### src/rtl/cache.sv
// Direct-mapped, write-back, write-allocate data cache between the CPU memory stage and
// the line-wide memory wrapper. Misses write back a dirty victim, fill, then replay as a hit.
module cache #(
  parameter int unsigned LINE_ADDR_LEN = 3,
  parameter int unsigned SET_ADDR_LEN  = 2,
  parameter int unsigned ADDR_LEN      = 13
) (
  input  logic                                clk,
  input  logic                                rst,
  input  logic                                read_request,
  input  logic                                write_request,
  input  logic [31:0]                         addr,
  input  logic [31:0]                         write_data,
  output logic [31:0]                         read_data,
  output logic                                request_finish,
  output logic                                mem_read_request,
  output logic                                mem_write_request,
  output logic [31:0]                         mem_addr,
  output logic [32*(1<<LINE_ADDR_LEN)-1:0]    mem_write_data,
  input  logic [32*(1<<LINE_ADDR_LEN)-1:0]    mem_read_data,
  input  logic                                mem_request_finish
);

  localparam int unsigned LineWords = 1 << LINE_ADDR_LEN;
  localparam int unsigned LineBits  = 32 * LineWords;
  localparam int unsigned Sets      = 1 << SET_ADDR_LEN;
  localparam int unsigned SetLsb    = LINE_ADDR_LEN + 2;
  localparam int unsigned TagLsb    = SetLsb + SET_ADDR_LEN;
  localparam int unsigned TagLen    = ADDR_LEN - TagLsb;

  typedef enum logic [1:0] {StReady, StSwapOut, StSwapIn, StSwapInOk} state_e;

  state_e                   state_q, state_d;
  logic [31:0]              read_data_q, read_data_d;
  logic                     finish_q, finish_d;
  logic                     mem_rd_q, mem_rd_d;
  logic                     mem_wr_q, mem_wr_d;
  logic [31:0]              mem_addr_q, mem_addr_d;
  logic [LineBits-1:0]      mem_wdata_q, mem_wdata_d;

  logic [LineBits-1:0]      line_q [Sets];
  logic [TagLen-1:0]        tag_q [Sets];
  logic [Sets-1:0]          valid_q, dirty_q;

  logic [LINE_ADDR_LEN-1:0] offset, word_sel;
  logic [SET_ADDR_LEN-1:0]  set_idx;
  logic [TagLen-1:0]        tag;
  logic                     hit, word_we, fill_we, install;
  logic [31:0]              req_base, victim_base;
  logic                     unused_addr;

  assign offset      = addr[SetLsb-1:2];
  assign set_idx     = addr[TagLsb-1:SetLsb];
  assign tag         = addr[ADDR_LEN-1:TagLsb];
  assign unused_addr = ^{addr[31:ADDR_LEN], addr[1:0]};
  // Word 0 sits in the most significant slot, so the slot index is the inverted offset.
  assign word_sel    = ~offset;
  assign hit         = valid_q[set_idx] && (tag_q[set_idx] == tag);

  always_comb begin
    req_base    = '0;
    victim_base = '0;
    req_base[ADDR_LEN-1:SetLsb]    = {tag, set_idx};
    victim_base[ADDR_LEN-1:SetLsb] = {tag_q[set_idx], set_idx};
  end

  always_comb begin
    state_d     = state_q;
    read_data_d = read_data_q;
    finish_d    = finish_q;
    mem_rd_d    = mem_rd_q;
    mem_wr_d    = mem_wr_q;
    mem_addr_d  = mem_addr_q;
    mem_wdata_d = mem_wdata_q;
    word_we     = 1'b0;
    fill_we     = 1'b0;
    install     = 1'b0;
    unique case (state_q)
      StReady: begin
        if (finish_q) begin
          finish_d = 1'b0;
        end else if (read_request || write_request) begin
          if (hit) begin
            finish_d = 1'b1;
            if (read_request) begin
              read_data_d = line_q[set_idx][{word_sel, 5'd0} +: 32];
            end else begin
              word_we = 1'b1;
            end
          end else if (valid_q[set_idx] && dirty_q[set_idx]) begin
            mem_addr_d  = victim_base;
            mem_wdata_d = line_q[set_idx];
            mem_wr_d    = 1'b1;
            state_d     = StSwapOut;
          end else begin
            mem_addr_d = req_base;
            mem_rd_d   = 1'b1;
            state_d    = StSwapIn;
          end
        end
      end
      StSwapOut: begin
        if (mem_request_finish) begin
          mem_wr_d   = 1'b0;
          mem_rd_d   = 1'b1;
          mem_addr_d = req_base;
          state_d    = StSwapIn;
        end
      end
      StSwapIn: begin
        if (mem_request_finish) begin
          fill_we  = 1'b1;
          mem_rd_d = 1'b0;
          state_d  = StSwapInOk;
        end
      end
      StSwapInOk: begin
        install = 1'b1;
        state_d = StReady;
      end
      default: state_d = StReady;
    endcase
  end

  always_ff @(posedge clk) begin
    if (rst) begin
      state_q     <= StReady;
      read_data_q <= '0;
      finish_q    <= 1'b0;
      mem_rd_q    <= 1'b0;
      mem_wr_q    <= 1'b0;
      mem_addr_q  <= '0;
      mem_wdata_q <= '0;
      valid_q     <= '0;
      dirty_q     <= '0;
    end else begin
      state_q     <= state_d;
      read_data_q <= read_data_d;
      finish_q    <= finish_d;
      mem_rd_q    <= mem_rd_d;
      mem_wr_q    <= mem_wr_d;
      mem_addr_q  <= mem_addr_d;
      mem_wdata_q <= mem_wdata_d;
      if (word_we) dirty_q[set_idx] <= 1'b1;
      if (install) begin
        valid_q[set_idx] <= 1'b1;
        dirty_q[set_idx] <= 1'b0;
      end
    end
  end

  // Line data lands when the fill completes; valid is only raised one cycle later on install.
  always_ff @(posedge clk) begin
    if (word_we) line_q[set_idx][{word_sel, 5'd0} +: 32] <= write_data;
    if (fill_we) begin
      line_q[set_idx] <= mem_read_data;
      tag_q[set_idx]  <= tag;
    end
  end

  assign read_data         = read_data_q;
  assign request_finish    = finish_q;
  assign mem_read_request  = mem_rd_q;
  assign mem_write_request = mem_wr_q;
  assign mem_addr          = mem_addr_q;
  assign mem_write_data    = mem_wdata_q;

endmodule

### config.mk
export PLATFORM = sky130hd
export DESIGN_NAME = cache
export DESIGN_NICKNAME = d
export VERILOG_FILES = /design/src/rtl/cache.sv
export SDC_FILE = /design/constraint.sdc
export NUM_CORES = 2
export LEC_CHECK = 0
export CAP_MARGIN = 0
export CORE_MARGIN = 2
export CORE_UTILIZATION = 59
export CTS_CLUSTER_DIAMETER = 120
export DETAILED_ROUTE_END_ITERATION = 6
export PLACE_DENSITY = 0.84
export SYNTH_ARGS = -nofsm -noshare
export SYNTH_HDL_FRONTEND = slang
export SYNTH_SLANG_ARGS = --single-unit
### constraint.sdc
create_clock -name clk -period 7.09 [get_ports clk]
set_input_delay 0.709 -clock clk [delete_from_list [all_inputs] [get_ports clk]]
set_output_delay 0.709 -clock clk [all_outputs]
set_load 0.005 [all_outputs]
## After elaboration in Yosys (flattened, before gate mapping)

Memories as Yosys holds them, arrays and structs flattened.
Cells that the tools add are included.
Widths: inputs -> output; s select.

- Add/subtract/negate cells: 1
- Multipliers: 0
- Div/mod/pow operators: 0
- Order comparisons: 2
- Equal/unequal tests: 11
- Shifts and indexed selects: 3
- Mux-type cells: 305
- Bitwise operators: 263
- Reductions and logical operators: 13

Operator list:

| kind | count |
|---|---|
| $mux 1 | 283 |
| $mux 256 | 1 |
| $or 1x1->1 | 256 |
| $shift 32x10->256 const A | 1 |
| $shiftx 256x9->32 | 1 |
| $shiftx 32x10->256 | 1 |
| $mux 32 | 4 |
| $pmux 32 s2 | 1 |
| $reduce_and 5->1 | 4 |
| $ne 2x2->1 const B | 7 |
| $mux 13 | 1 |
| $mux 2 | 6 |
| $mux 4 | 3 |
| $neg 8->10 | 1 |
| $or 4x4->4 | 2 |
| $pmux 2 s4 | 1 |
| $reduce_and 7->1 | 1 |
| $eq 6x6->1 | 1 |
| $reduce_and 6->1 | 1 |
| $and 4x4->4 | 1 |
| $bmux 1 s2 | 2 |
| $eq 2x2->1 const B | 2 |
| $not 4->4 | 1 |
| $logic_and 1x1->1 | 3 |
| 12 further kinds | 13 |

- Register bits after elaboration: 333
- Bits in latches: 0
- RAM bits: 1048
- ROM bits: 0
- Bits of input ports: 325
- Output and inout port bits: 323
- Logic and storage cells: 609
- Memories: 2

Memory list:

| name | words | bits a word | rd ports | clocked after memory_dff | wr ports | RTL line | RTL |
|---|---|---|---|---|---|---|---|
| line_q | 4 | 256 | 1 | 0 | 1 | 41 | `logic [LineBits-1:0] line_q [Sets];` |
| tag_q | 4 | 6 | 1 | 0 | 1 | 42 | `logic [TagLen-1:0] tag_q [Sets];` |

## Depth between registers and ports, before layout

- Depth in word-level cells: 11
- Mapped depth: 10
- Gate-level depth less buffers: 8

## Worst setup path before layout

No wires, ideal clock.

- Path type: input -> register
- Start point: in addr[5]
- End point: mem line_q[0][160] (netlist bit), enable pin
- Setup time: 0.421 ns
- Arrival: 3.975 ns
- Required time: 6.669 ns
- Setup slack: 2.694 ns
- Stages: 9
- Buffers on the path: 3
- Path through: buf_6 buf_6 mux4_2 xnor2_1 nand4_4 nor4_2 buf_2 a31oi_1 nor2_1

- Longest elaborated chain between the ends: 10
- Elaborated cells on any way between the ends: 12
- Classes of those cells: 1 x eq/ne; 8 x mux; 1 x bitwise; 1 x reduce/logical; 1 x memory

Ends and longest elaborated chain:

| what | RTL line | RTL |
|---|---|---|
| start, declared | 12 | `input logic [31:0] addr,` |
| $mem_v2 4x6 / $bmux 1 s2 (equally long branches) | -- |  |
| $eq 6x6->1 / $mux 1 (equally long branches) | 58 | `assign hit = valid_q[set_idx] && (tag_q[set_idx] == tag);` |
| $logic_and 1x1->1 | 58 |  |
| $mux 1 | 83 | `if (hit) begin` |
| $mux 1 | 82 | `end else if (read_request \|\| write_request) begin` |
| $mux 1 | 80 | `if (finish_q) begin` |
| $mux 1 | 78 | `unique case (state_q)` |
| $mux 1 | 154 | `if (word_we) line_q[set_idx][{word_sel, 5'd0} +: 32] <= write_data;` |
| $mux 256 (not written as such) | 154 |  |
| $or 1x1->1 (no source line) | -- |  |
| end, declared | 41 |  |

Parallel ways exist; a longest one is shown, timed or not. The select of a mux whose other input is x is not followed.

## Worst setup path after layout

- Start point: in addr[5]
- End point: mem line_q[2][122] (netlist bit), enable pin

The elaborated chain is that of the path after synthesis.

==> flow_summary.toml <==
[clock_network]
clk_path_buf_depth = 3
cts_sinks = 1357
clk_pin_slew_ns = 0.06
hold_buffers = 0
cts_setup_buffers = 0
htreeDepth = 4
clock-root-buffer = "clkbuf_16"
clk_latency_ns = 0.75
cts_tree = "yes"
ctsResizeCount = 0
numCtsBuffers = 136

[worst_setup_path]
required_ns = 7.53
critPathKind = "in2reg"
endpoint_kind = "flip-flop"
path_buf_inv = 3
cp_max_fo = 53
crit_arrival_ns = 4.51
crit_family = "simple AND/OR/NAND/NOR gates"
start_kind = "input port"
cp_slowest_cell = "nor2_4"
cp_cell_sequence = "buf_8 > mux4_2 > xnor2_1 > nand3_2 > nor4_2 > buf_4 > a31oi_1 > nor2_4 > buf_4"
cpPeakStageDelay_ns = 0.95
cp_common_cell = "buf_4"

[power]
pwr_density_cell_nw_per_um2 = 272
p_leak_uw = 0.0213
clkPwrFrac = 0.392
p_int_uw = 13500
p_sw_uw = 4280
ir_worst_vdd_v = 0.000227
pwr-share-comb = 0.101
p_seq_frac = 0.507
p_sw_frac = 0.241

[global_route]
grt_max_degree = 153
grt_pass1_wl_um = 248000
grt_pass1_vias = 34497
antenna_found_initial = 23
track_usage = 0.378
overflow = 0

[drt]
drt_wl_total_um = 177000
firstDrtPassIters = 6
ant_nets = 0
drt_first_iter_violations = 5862
wl_per_cell_um = 34.3
drcViolationCount = 0
vias = 35302
avgViaCountPerCell = 6.83

[die]
die_area_um2 = 93800
core_area_um2 = 90300
rows = 110
die_w_um = 306
floorplan.initialDensity = 0.597
io_pins = 648
die_h_um = 306

[logic_synthesis]
synth-xor-area-share = 0.000975
synthFlopType = "edfxtp_1"
synthArstFlopShare = 0
post_synth_fa_ha_maj_area_fraction = 0.00209
avgSynthCellArea_um2 = 16.1
synth_top_family_by_area = "multiplexers"
synth_cell_types = 46
yosys.area_share.simple = 0.0541
synthMuxAreaShare = 0.146
ys_seq_area_frac = 0.699
synth_cells = 3339
synth_compound_area_frac = 0.0718
yosys_register_bits = 1357
yosysWarnings = 0
synth_area_um2 = 53900
synth_edf_count = 1048

[timing]
fin_crit_sh = 0.574
slew_headroom = 0.165
tns_ns = 0
setup_ws_ns = 3.02
min_period_ns = 4.07
fmax_ghz = 0.246
fin_skew_ns = 0.0258
hold_violations = 0
final_max_slew_viol_count = 0
tightest_slew_ns = 1.25
finalSetupViolations = 0
rsz0062_at_grt = "false"

[cells_and_area]
multiInputGateArea_um2 = 15200
seqCellArea_um2 = 37700
nFillCells = 5355
areaGrowthSynthToFinish_pct = 21.3
drive_gt1_frac = 0.171
nets = 4201

[place]
place_congestion = 0.873
io_buffers = 602
post-place-ws_ns = 2.22
dpl.hpwl_um = 115000

[hold_path]
min_path_type = "reg2reg"

[job]
cap_viol_max_count = 0

[status]
status = "completed"
## cells in the final DEF, fill, tap and decap left out, types with 8 or more instances in the layout
| cell | n |
|---|---|
| a21oi_1 | 267 |
| ha_1 | 9 |
| mux2i_1 | 42 |
| clkbuf_8 | 14 |
| clkbuf_16 | 137 |
| nand2_1 | 582 |
| clkbuf_1 | 33 |
| dfxtp_1 | 309 |
| a31oi_1 | 10 |
| buf_4 | 59 |
| a211oi_2 | 28 |
| clkinv_2 | 20 |
| nand3_1 | 34 |
| a22o_1 | 224 |
| mux4_2 | 328 |
| clkdlybuf4s50_1 | 596 |
| inv_6 | 9 |
| buf_12 | 8 |
| nor2_4 | 34 |
| conb_1 | 24 |
| diode_2 | 11 |
| clkinv_1 | 24 |
| edfxtp_1 | 1048 |
| nor2_1 | 54 |
## metal layers
layer  GRT usage  wire length [µm]  share of wire
met1       0.481             57300           0.32
met2       0.575             81300           0.46
met3       0.116             25800           0.15
met4       0.232             12400          0.070
met5           0               202         0.0011
## state kept, by name, indices dropped and copies added, names as in the netlist, named ones only
name,count
line_q,1024
mem_write_data,256
read_data,32
tag_q,24
mem_addr,8
valid_q,4
dirty_q,3
state_q,2
mem_read_request,1
mem_write_request,1
request_finish,1
## stage by stage
stage / total power (µW) / utilization / cell area [µm²] / hold slack [ns] / instances
after global placement: 10800 / 0.676 / 61000 / 0.442 / 4905
after floorplan: 10100 / - / 54000 / 0.431 / 3362
final: 17800 / 0.724 / 65300 / 0.454 / 5168
after detailed placement: 10900 / 0.676 / 61000 / 0.446 / 4905
after global routing: 18100 / 0.723 / 65300 / 0.464 / 5159
after CTS: 17700 / 0.723 / 65300 / 0.453 / 5157
## power groups by stage
stage	registers, µW	logic (µW)	clock network, µW
after floorplan	9150	984	0
after global placement	9150	1700	0
after detailed placement	9170	1740	0
after CTS	9010	1760	6980
after global routing	9020	1850	7270
final	9010	1800	6970
## area by class of cell
type / instances / area share
well taps: 1176 / 0.0225
flip-flops and latches: 1357 / 0.576
clock buffers: 184 / 0.0573
clock inverters: 68 / 0.00852
inverters: 7 / 0.000402
repair buffers: 667 / 0.101
diodes: 11 / 0.000421
multi-input cells: 1698 / 0.233
## worst paths after layout
check / slack [ns] / from / to / depth (start not counted)
setup / recovery: 3.02 / addr[5] / line_q[2][122] / 9
hold / removal: 0.45 / mem_write_data[58] / mem_write_data[58] / 2
setup reg to reg: 3.15 / tag_q[3][3] / line_q[2][122] / 8
hold reg to reg: 0.45 / mem_write_data[58] / mem_write_data[58] / 2
## tightest hold or removal path, stage by stage (launching register included)
cell     delay (ns)
dfxtp_1        0.31
nand2_1        0.05
a21oi_1        0.05
## cells in the mapped netlist (3+ instances only)
cell type	n	share of area
buf_2	50	0.0046
nor3_1	4	0.00037
a31oi_1	10	0.0012
or2_2	3	0.00035
inv_1	7	0.00049
buf_1	28	0.0020
ha_1	9	0.0021
buf_6	5	0.0010
dfxtp_1	309	0.11
mux2_2	6	0.0013
clkbuf_2	31	0.0029
nor2b_1	3	0.00035
xnor2_1	6	0.00098
a21oi_1	267	0.025
buf_4	27	0.0038
nand3_1	34	0.0032
a211oi_1	8	0.0011
nand2b_1	3	0.00035
o21a_1	3	0.00042
mux4_2	328	0.14
clkbuf_1	159	0.011
edfxtp_1	1048	0.58
nand2_1	583	0.041
nor2_1	88	0.0061
a211oi_2	28	0.0065
a22o_1	224	0.036
mux2i_1	42	0.0078
## cell families after synthesis
kind of cell,count (synthesis)
buffers and inverters,307
flip-flops,1357
adder cells (fa/ha/maj),9
other,1
multiplexers,376
XOR/XNOR,6
AND/OR/NAND/NOR,734
AO/OA/AOI/OAI,549
Note: power is estimated with default switching activity, not from simulation.
